$ cat config.mk
export PLATFORM = sky130hd
export DESIGN_NAME = memory_controller
export DESIGN_NICKNAME = d
export VERILOG_FILES = /design/src/rtl/memory_controller.sv
export SDC_FILE = /design/constraint.sdc
export NUM_CORES = 1
export LEC_CHECK = 0
export ABC_AREA = 0
export BUFFER_PORTS_ARGS = -buffer_cell sky130_fd_sc_hd__buf_2
export CAP_MARGIN = 20
export CORE_MARGIN = 2
export CORE_UTILIZATION = 48
export DETAILED_ROUTE_END_ITERATION = 6
export GPL_ROUTABILITY_DRIVEN = 1
export PLACE_DENSITY = 0.76
export SLEW_MARGIN = 20
export SYNTH_ARGS = -nofsm -noshare
export SYNTH_HDL_FRONTEND = slang
export SYNTH_SLANG_ARGS = --single-unit
$ cat constraint.sdc
create_clock -name clk_in -period 3 [get_ports clk_in]
set_clock_uncertainty 0.2 [all_clocks]
set_input_delay 0.6 -clock clk_in [delete_from_list [all_inputs] [get_ports clk_in]]
set_output_delay 0.6 -clock clk_in [all_outputs]
set_load 0.03 [all_outputs]
$ cat src/rtl/memory_controller.sv
// Byte-wide RAM/IO bus owner: arbitrates fetcher and load/store buffer requests,
// serialises them into little-endian byte beats and returns assembled data.
module memory_controller #(
    parameter int                    ADDR_WIDTH = 32,
    parameter logic [ADDR_WIDTH-1:0] IO_BASE    = ADDR_WIDTH'(32'h00030000)
) (
    input  logic                  clk_in,
    input  logic                  rst_in,
    input  logic                  rdy_in,
    input  logic                  _clear,
    input  logic                  _if_mem_ready,
    input  logic [ADDR_WIDTH-1:0] _if_addr,
    output logic                  _mem_if_ready,
    output logic [31:0]           _mem_if_inst,
    input  logic                  _lsb_mem_ready,
    input  logic [1:0]            _work_type,
    input  logic                  _r_nw_in,
    input  logic [ADDR_WIDTH-1:0] _addr,
    input  logic [31:0]           _data_in,
    output logic                  _mem_lsb_ready,
    output logic [31:0]           _data_out,
    output logic                  _mem_busy,
    input  logic [7:0]            mem_din,
    output logic [7:0]            mem_dout,
    output logic [ADDR_WIDTH-1:0] mem_a,
    output logic                  mem_wr,
    input  logic                  io_buffer_full
);

    typedef enum logic [1:0] {IDLE, READ, WRITE} state_t;
    typedef enum logic {OWN_IF, OWN_LSB} owner_t;

    state_t                state_reg, state_next;
    owner_t                owner_reg, owner_next;
    logic [2:0]            cnt_reg, cnt_next;
    logic [2:0]            len_reg, len_next;
    logic [ADDR_WIDTH-1:0] addr_reg, addr_next;
    logic [31:0]           wdata_reg, wdata_next;
    logic [31:0]           rdata_reg, rdata_next;
    logic [31:0]           inst_reg, inst_next;
    logic [31:0]           dout_reg, dout_next;
    logic                  if_ready_reg, if_ready_next;
    logic                  lsb_ready_reg, lsb_ready_next;

    logic [31:0] merged;
    logic [1:0]  cap_idx;
    logic [7:0]  wr_bytes [4];
    logic        io_stall;

    // mem_din answers the address presented one beat earlier, hence lane c-1
    assign cap_idx = 2'(cnt_reg - 3'd1);

    generate
        for (genvar gi = 0; gi < 4; gi++) begin : g_lane
            assign merged[8*gi +: 8] = (cap_idx == 2'(gi)) ? mem_din : rdata_reg[8*gi +: 8];
            assign wr_bytes[gi]      = wdata_reg[8*gi +: 8];
        end
    endgenerate

    assign io_stall = (addr_reg >= IO_BASE) && io_buffer_full;

    assign mem_a          = (state_reg == IDLE) ? '0 : addr_reg + ADDR_WIDTH'(cnt_reg);
    assign mem_dout       = (state_reg == WRITE) ? wr_bytes[cnt_reg[1:0]] : 8'h00;
    assign mem_wr         = (state_reg == WRITE) && rdy_in && !io_stall;
    assign _mem_busy      = (state_reg != IDLE);
    assign _mem_if_ready  = if_ready_reg;
    assign _mem_lsb_ready = lsb_ready_reg;
    assign _mem_if_inst   = inst_reg;
    assign _data_out      = dout_reg;

    always_comb begin
        state_next     = state_reg;
        owner_next     = owner_reg;
        cnt_next       = cnt_reg;
        len_next       = len_reg;
        addr_next      = addr_reg;
        wdata_next     = wdata_reg;
        rdata_next     = rdata_reg;
        inst_next      = inst_reg;
        dout_next      = dout_reg;
        if_ready_next  = 1'b0;
        lsb_ready_next = 1'b0;

        case (state_reg)
            IDLE: begin
                if (!_clear && _lsb_mem_ready) begin
                    owner_next = OWN_LSB;
                    addr_next  = _addr;
                    wdata_next = _data_in;
                    rdata_next = '0;
                    cnt_next   = 3'd0;
                    case (_work_type)
                        2'd0:    len_next = 3'd1;
                        2'd1:    len_next = 3'd2;
                        default: len_next = 3'd4;
                    endcase
                    state_next = _r_nw_in ? READ : WRITE;
                end else if (!_clear && _if_mem_ready) begin
                    owner_next = OWN_IF;
                    addr_next  = _if_addr;
                    rdata_next = '0;
                    cnt_next   = 3'd0;
                    len_next   = 3'd4;
                    state_next = READ;
                end
            end
            READ: begin
                if (_clear) begin
                    state_next = IDLE;
                    cnt_next   = 3'd0;
                end else if (cnt_reg == len_reg) begin
                    state_next = IDLE;
                    cnt_next   = 3'd0;
                    rdata_next = merged;
                    if (owner_reg == OWN_IF) begin
                        inst_next     = merged;
                        if_ready_next = 1'b1;
                    end else begin
                        dout_next      = merged;
                        lsb_ready_next = 1'b1;
                    end
                end else begin
                    if (cnt_reg != 3'd0) rdata_next = merged;
                    cnt_next = cnt_reg + 3'd1;
                end
            end
            WRITE: begin
                // stores are committed: a flush never cuts a write short
                if (!io_stall) begin
                    if (cnt_reg == len_reg - 3'd1) begin
                        state_next     = IDLE;
                        cnt_next       = 3'd0;
                        lsb_ready_next = 1'b1;
                    end else begin
                        cnt_next = cnt_reg + 3'd1;
                    end
                end
            end
            default: state_next = IDLE;
        endcase
    end

    always_ff @(posedge clk_in or negedge rst_in) begin
        if (!rst_in) begin
            state_reg     <= IDLE;
            owner_reg     <= OWN_IF;
            cnt_reg       <= 3'd0;
            len_reg       <= 3'd0;
            addr_reg      <= '0;
            wdata_reg     <= '0;
            rdata_reg     <= '0;
            inst_reg      <= '0;
            dout_reg      <= '0;
            if_ready_reg  <= 1'b0;
            lsb_ready_reg <= 1'b0;
        end else if (rdy_in) begin
            state_reg     <= state_next;
            owner_reg     <= owner_next;
            cnt_reg       <= cnt_next;
            len_reg       <= len_next;
            addr_reg      <= addr_next;
            wdata_reg     <= wdata_next;
            rdata_reg     <= rdata_next;
            inst_reg      <= inst_next;
            dout_reg      <= dout_next;
            if_ready_reg  <= if_ready_next;
            lsb_ready_reg <= lsb_ready_next;
        end
    end

endmodule
# After elaboration in Yosys (flattened, before gate mapping)
# Index checks and enable logic that the tools add are counted.
# totals
regBits	171
elab_cells	103
# classes
n_addsub	4
order_cmp	2
eq_ne	14
muxes	47
bitwise	3
reduce_logical	22
# op_table
cell	count
two-way mux 32 bit	8
one-hot mux 32 bit (2 select lines)	1
two-way mux 8 bit	7
adder 32 x 3 -> 32 bit	1
>= comparator 32 x 18 -> 1 bit, second input constant	1
two-way mux 3 bit	8
AND reduction 5 bit	4
binary-select mux 8 bit (select 2 bit)	1
two-way mux 2 bit	7
two-way mux 1 bit	11
one-hot mux 3 bit (3 select lines)	1
equality test 2 x 1 -> 1 bit, second input constant	3
equality test 2 bit, second input constant	3
equality test 3 bit	2
logical NOT 2 bit	3
inequality test 3 bit, second input constant	2
one-hot mux 2 bit (3 select lines)	1
one-hot mux 3 bit (2 select lines)	1
AND reduction 3 bit	2
nonzero test 2 bit	3
nonzero test 3 bit	2
logical AND 1 bit	5
inequality test 2 bit, second input constant	2
AND reduction 4 bit	1
10 further kinds	12

# Depth between registers and ports, before layout
# Gate-level depths: netlist (run 1).
# logic_depth
ltp_word	7
mapped_depth	9
depth_no_buf	8

# Least setup slack after synthesis (run 1)
# No wires, ideal clock.
# synth_path
path_kind	register to output
startpoint	register cnt_reg[1]
endpoint	output mem_a[16]
t_arrival_ns	2.537
path_slack_ns	-0.337
path_stages_with_launch	9
path_cell_list	dfrtp_1 buf_2 inv_1 fa_1 nor2b_1 o211ai_1 clkbuf_1 or3_1 a21oi_1
# synth_between
elab_chain_cells	2
# synth_rtl
element	line_no	rtl
from (decl)	35	logic [2:0] cnt_reg, cnt_next;
from (signal assigned)	159	cnt_reg <= cnt_next;
adder 32 x 3 -> 32 bit	62	assign mem_a = (state_reg == IDLE) ? '0 : addr_reg + ADDR_WIDTH'(cnt_reg);
two-way mux 32 bit	62	
to (decl)	25	output logic [ADDR_WIDTH-1:0] mem_a,
# Every way passes these cells.

# Final worst setup path (run 1)
# layout_path
startpoint	register cnt_reg[0]
endpoint	output mem_a[30]
# Same word-level chain as after synthesis.

==> results of run 1 <==
kinds of logic (layout without fill, tap and decap cells):
group / Yosys count / in the layout / share of synthesized area
AO/OA/AOI/OAI: 106 / 106 / 0.0949
flip-flops: 171 / 171 / 0.501
multiplexers: 164 / 164 / 0.220
adder cells (fa/ha/maj): 14 / 14 / 0.0214
buffers and inverters: 69 / 307 / 0.0346
AND/OR/NAND/NOR: 166 / 166 / 0.0960
XOR/XNOR: 29 / 29 / 0.0314
worst reg2reg max path: stages, from the launching register on:
cell and delay, ns:
dfrtp_1 0.40, buf_6 0.13, buf_4 0.12, buf_4 0.19, xor2_1 0.21, nor3_1 0.41, nand3_1 0.20, nor2_4 0.14
buf_12 0.24, mux2_2 0.38
cells in the mapped netlist (3+ instances only):
master	instances	area (µm²)
dfrtp_1	171	4280
mux2_2	106	1190
xnor2_1	19	166
nor2b_1	5	31.3
clkbuf_1	30	113
nand2_1	53	199
and2_1	8	50.1
a21oi_1	13	65.1
nand3_1	10	50.1
buf_1	3	11.3
nor4_1	11	68.8
inv_1	22	82.6
o21ai_4	4	65.1
buf_4	5	37.5
ha_1	13	163
nand4_1	8	50.1
buf_2	8	40.0
mux2_1	5	56.3
nor3_1	13	65.1
o21ai_0	40	200
and3_1	4	25.0
nor2_1	33	124
or3_1	7	43.8
xor2_1	9	78.8
a32o_1	32	320
and4_1	6	52.6
mux2i_1	45	450
mux4_2	8	180
metal layers:
metal,vias to the layer above,GRT usage
li1,3053,-
met1,3220,0.291
met2,207,0.368
met3,30,0.0372
met4,0,0.0773
met5,-,0
final cells by class:
cell class / instances / area share
Sequential cell: 171 / 0.389
Clock buffer: 17 / 0.0386
Multi-Input combinational cell: 479 / 0.387
Clock inverter: 15 / 0.0148
Inverter: 22 / 0.00750
Timing Repair Buffer: 253 / 0.137
Tap cell: 225 / 0.0256
through the flow:
step	hold WS, ns	cell area (µm²)
2_1_floorplan	0.104	8610
3_3_place_gp	0.270	10000
3_5_place_dp	0.274	10000
4_1_cts	0.154	10800
5_1_grt	0.173	11000
6_report	0.174	11000
where the power goes:
group	internal, mW	switching (mW)
combinational	1.65	2.39
clock	1.18	0.988
sequential	3.07	0.607
repair_timing:
action | in CTS | in global routing
gates cloned | 2 | 2
hold buffers | 1 | 0
setup endpoints to repair | 27 | 28
resized for setup | 37 | 54
pin swaps | 11 | 12
setup buffers | 7 | 3
hold endpoints to repair | 31 | 0
final timing paths:
path	slack, ns	startpoint	to	cells after the start
worst min-delay path	0.17	_work_type[1]	len_reg[0]	2
worst min register to register	0.29	_mem_lsb_ready	_mem_lsb_ready	1
max in group asynchronous	1.49	rst_in	_mem_if_inst[24]	3
worst max-delay path	-0.26	cnt_reg[0]	mem_a[30]	11
min in group asynchronous	0.41	rst_in	wdata_reg[13]	2
worst max register to register	0.26	cnt_reg[1]	_mem_if_inst[31]	9
==> results.yml, run 1 <==
synthesis:
  ys.flop_type: "dfrtp_1"
  syn_area_mm2: 0.00853
  yosys.cell_types.count: 53
  synth_edf_count: 0
  yosysSeqAreaShare: 0.501
  async_reset_ff_frac: 1.00
  synth_cells: 719
  yosysWarningCount: 0
  avgSynthCellArea_um2: 11.9
  synth_nets: 847
  ys_ff_latch: 171
sta:
  layout_setup_ws_ns: -0.263
  max_slew_margin: 0.497
  max_freq_ghz: 0.306
  drv_slew: 0
  finalSetupViolations: 27
  fin_crit_sh: 1.09
  timing.setup.tns_ns: -3.35
  hold_viol_final: 0
  fin_crit_ns: 3.26
  tightest_slew_ns: 0.754
  rsz0062_at_grt: "true"
critical_path:
  critical_path_required_ns: 2.20
  crit_family: "adder cells"
  crit_fanout: 6
  cp_slowest_cell: "dfrtp_1"
  crit_chain: "ha_2 -> inv_2 -> fa_2 -> nor2b_2 -> o211ai_1 -> buf_4 -> buf_6 -> nor4_4 -> xnor2_1 -> nor2_2 -> buf_6"
  start_kind: "register"
  crit_arrival_ns: 2.46
  crit_path_end_kind: "output port"
  slowest_delay_ns: 0.35
  worst-setup-path-type: "register to output port"
  crit_top_cell: "buf_6"
  critPathBufInv: 4
flow_run:
  maxCapViolations: 0
route:
  drt-total-wl_um: 20800
  dr.pass1.iters: 5
  drc: 0
  via_count: 6510
  wl_met1_um: 9020
  routed.top_layer: "met4"
  wl_met3_um: 1070
  wl_met2_um: 10400
  wl_per_cell_um: 17.6
  drtIter0Drc: 360
  via_per_inst: 5.51
  ant_nets: 0
placement:
  place_congestion: 0.828
  dp.final_hpwl_um: 14000
  portBuffers: 221
  pre_cts_slack_ns: 0.0658
  dp.cells: 1136
clock_network:
  clockRootBuffer: "clkbuf_16"
  worstSkewPairLatency_ns: 0.43
  clkSinkCount: 171
  cts_buffer_depth: 2
  cts_max_level: 4
  cts_made_buffers: 17
  cts_tree: "yes"
  clk_pin_slew_ns: 0.06
die:
  die_h_um: 137
  initial_core_util: 0.492
  fp-row-count: 48
  die-area_mm2: 0.0189
  core_area_mm2: 0.0174
  ioPinCount: 222
  fp.dieW_um: 137
status:
  violations: "negative setup slack"
  status: "finished with violations"
finish:
  final_cell_mix: "buf_2 (198), dfrtp_1 (168), mux2_2 (106), nand2_1 (51), mux2i_1 (45)"
  seqCellArea_mm2: 0.00428
  fin_cells: 1182
  area_delta_synth_final_pct: 29.0
  multi_input_area_mm2: 0.00426
  diodes: 0
  utilization: 0.634
  filler_cell_count: 1365
  fin_nets: 1072
  drive_gt1_frac: 0.475
  mostFrequentLayoutCell: "buf_2"
grt:
  antenna_found_initial: 0
  grt_max_degree: 72
  grt_pass1_vias: 6535
  grt_pass1_wl_um: 32300
  grt_usage: 0.221
  grt_overflow: 0
min_path:
  hold_path.class: "input port to register"
pwr:
  leakage_nw: 5.36
  p_per_area_mw_per_mm2: 898
  totalPowerFinal_mw: 9.89
  peakVddDrop_uv: 503
Power figures use the tool's default switching activity.
==> inputs of run 2 (changes only) <==
--- a/config.mk
+++ b/config.mk
@@ -9,10 +9,11 @@
 export BUFFER_PORTS_ARGS = -buffer_cell sky130_fd_sc_hd__buf_2
 export CAP_MARGIN = 20
 export CORE_MARGIN = 2
-export CORE_UTILIZATION = 48
+export CORE_UTILIZATION = 58
 export DETAILED_ROUTE_END_ITERATION = 6
 export GPL_ROUTABILITY_DRIVEN = 1
-export PLACE_DENSITY = 0.76
+export PLACE_DENSITY = 0.86
+export SETUP_SLACK_MARGIN = 0.1
 export SLEW_MARGIN = 20
 export SYNTH_ARGS = -nofsm -noshare
 export SYNTH_HDL_FRONTEND = slang
==> constraint.sdc (replaced) <==
create_clock -name clk_in -period 4.15 [get_ports clk_in]
set_clock_uncertainty 0.2 [all_clocks]
set_input_delay 0.83 -clock clk_in [delete_from_list [all_inputs] [get_ports clk_in]]
set_output_delay 0.83 -clock clk_in [all_outputs]
set_load 0.03 [all_outputs]
==> results.yml, run 2 (synthesis gave the netlist of run 1 again) <==
status:
  status: "finished clean"
pwr:
  swShare: 0.394
  p_sw_mw: 2.74
  peakVddDrop_uv: 367
  leakage_nw: 5.10
  p_per_area_mw_per_mm2: 669
  power_frac_seq: 0.384
  p_clk_frac: 0.223
  totalPowerFinal_mw: 6.95
  internal_power_mw: 4.21
  p_comb_frac: 0.393
placement:
  pre_cts_slack_ns: 0.662
  portBuffers: 221
  dp.final_hpwl_um: 14100
  place_congestion: 0.923
  dpl-instance-area_mm2: 0.00980
  dp.cells: 1090
critical_path:
  start_kind: "register"
  critical_path_required_ns: 3.12
  cp_slowest_cell: "nor4_1"
  slowest_delay_ns: 0.45
  crit_arrival_ns: 2.82
  crit_chain: "ha_1 -> inv_1 -> fa_1 -> nor2b_1 -> o211ai_1 -> buf_4 -> nor4_1 -> xnor2_1 -> nor2_1 -> buf_2"
  r2r-start: "cnt_reg[0]"
  crit_path_end_kind: "output port"
  regToRegSetupSlack_ns: 1.18
  reg2regPathDepth: 7
  crit_fanout: 10
  worst-setup-path-type: "register to output port"
  r2r-end: "_mem_if_inst[27]"
sta:
  finalSetupViolations: 0
  layout_setup_ws_ns: 0.304
  max_freq_ghz: 0.260
  max_slew_margin: 0.428
  holdWs_ns: 0.267
  fin_crit_sh: 0.927
  timing.setup.tns_ns: 0
  tightest_slew_ns: 0.858
  drv_slew: 0
  rsz0062_at_grt: "false"
  fin_crit_ns: 3.85
  hold_viol_final: 0
die:
  core_area_mm2: 0.0145
  initial_core_util: 0.589
  fp-row-count: 44
  fp.dieW_um: 125
  ioPinCount: 222
  die-area_mm2: 0.0157
  die_h_um: 125
clock_network:
  clkSinkCount: 171
  worstSkewPairLatency_ns: 0.42
  clockRootBuffer: "clkbuf_16"
  cts_resized: 0
  clk_pin_slew_ns: 0.06
  cts_tree: "yes"
  cts_max_level: 4
  cts_made_buffers: 17
  cts_buffer_depth: 2
route:
  ant_nets: 0
  drc: 0
  wl_per_cell_um: 18.1
  drt-total-wl_um: 20400
  drtIter0Drc: 501
  via_per_inst: 5.80
  dr.pass1.iters: 5
  via_count: 6519
finish:
  mostFrequentLayoutCell: "buf_2"
  area_delta_synth_final_pct: 21.8
  final_area_mm2: 0.0104
  fin_nets: 1056
  diodes: 0
  drive_gt1_frac: 0.415
  fin_cells: 1124
  final_cell_mix: "buf_2 (220), dfrtp_1 (171), mux2_2 (106), nand2_1 (53), mux2i_1 (45)"
  utilization: 0.718
grt:
  grt_overflow: 0
  grt_pass1_vias: 6413
  antenna_found_initial: 0
  grt_max_degree: 87
  grt_pass1_wl_um: 32900
  grt_usage: 0.264
min_path:
  hold_path.class: "input port to asynchronous set/reset pin"
flow_run:
  maxCapViolations: 0
-- run 2: area by class of cell --
type                            instances  area (µm²)
Clock buffer                           24         482
Clock inverter                          7        90.1
Fill cell                            1062        4090
Inverter                               22        82.6
Multi-Input combinational cell        479        3980
Sequential cell                       171        4280
Tap cell                              184         230
Timing Repair Buffer                  237        1240
-- run 2: timing repair --
item,4_1_cts,5_1_grt
endpoints found under the hold margin,0,0
buffers inserted,0,3
endpoints found under the setup margin,0,2
hold buffers,0,0
-- run 2: worst max-delay path by stage --
| stage | from | end | slack, ns | cells past startpoint |
|---|---|---|---|---|
| global route | cnt_reg[1] | mem_a[30] | 0.20 | 9 |
| finish | cnt_reg[0] | mem_a[30] | 0.30 | 10 |
| CTS | cnt_reg[0] | mem_a[30] | 0.21 | 9 |
| global placement | cnt_reg[0] | mem_a[22] | 0.83 | 9 |
| detailed placement | cnt_reg[0] | mem_a[30] | 0.66 | 9 |
| floorplan | cnt_reg[1] | mem_a[16] | 0.58 | 8 |
-- run 2: worst max-delay path: cells and delay by family, from the launching register on --
| family | cells | cell delay (ns) |
|---|---|---|
| fa+ha+maj | 2 | 0.55 |
| compound gates | 1 | 0.13 |
| buf+inv | 3 | 0.44 |
| xor+xnor | 1 | 0.16 |
| flops | 1 | 0.36 |
| simple gates | 3 | 0.77 |
-- run 2: per-layer routing --
| layer | part of all wire | GRT usage | up-vias |
|---|---|---|---|
| met5 | 0 | 0 | - |
| met1 | 0.42 | 0.352 | 3242 |
| met2 | 0.50 | 0.430 | 225 |
| met4 | 0.021 | 0.0941 | 0 |
| met3 | 0.058 | 0.0603 | 32 |
| li1 | - | - | 3020 |
-- run 2: power by group through the flow --
stage	sequential (mW)	combinational, mW	clock, mW
2_1_floorplan	2.88	1.71	0
3_3_place_gp	2.65	2.65	0
3_5_place_dp	2.68	2.72	0
4_1_cts	2.66	2.75	1.57
5_1_grt	2.74	2.96	1.65
6_report	2.67	2.73	1.55
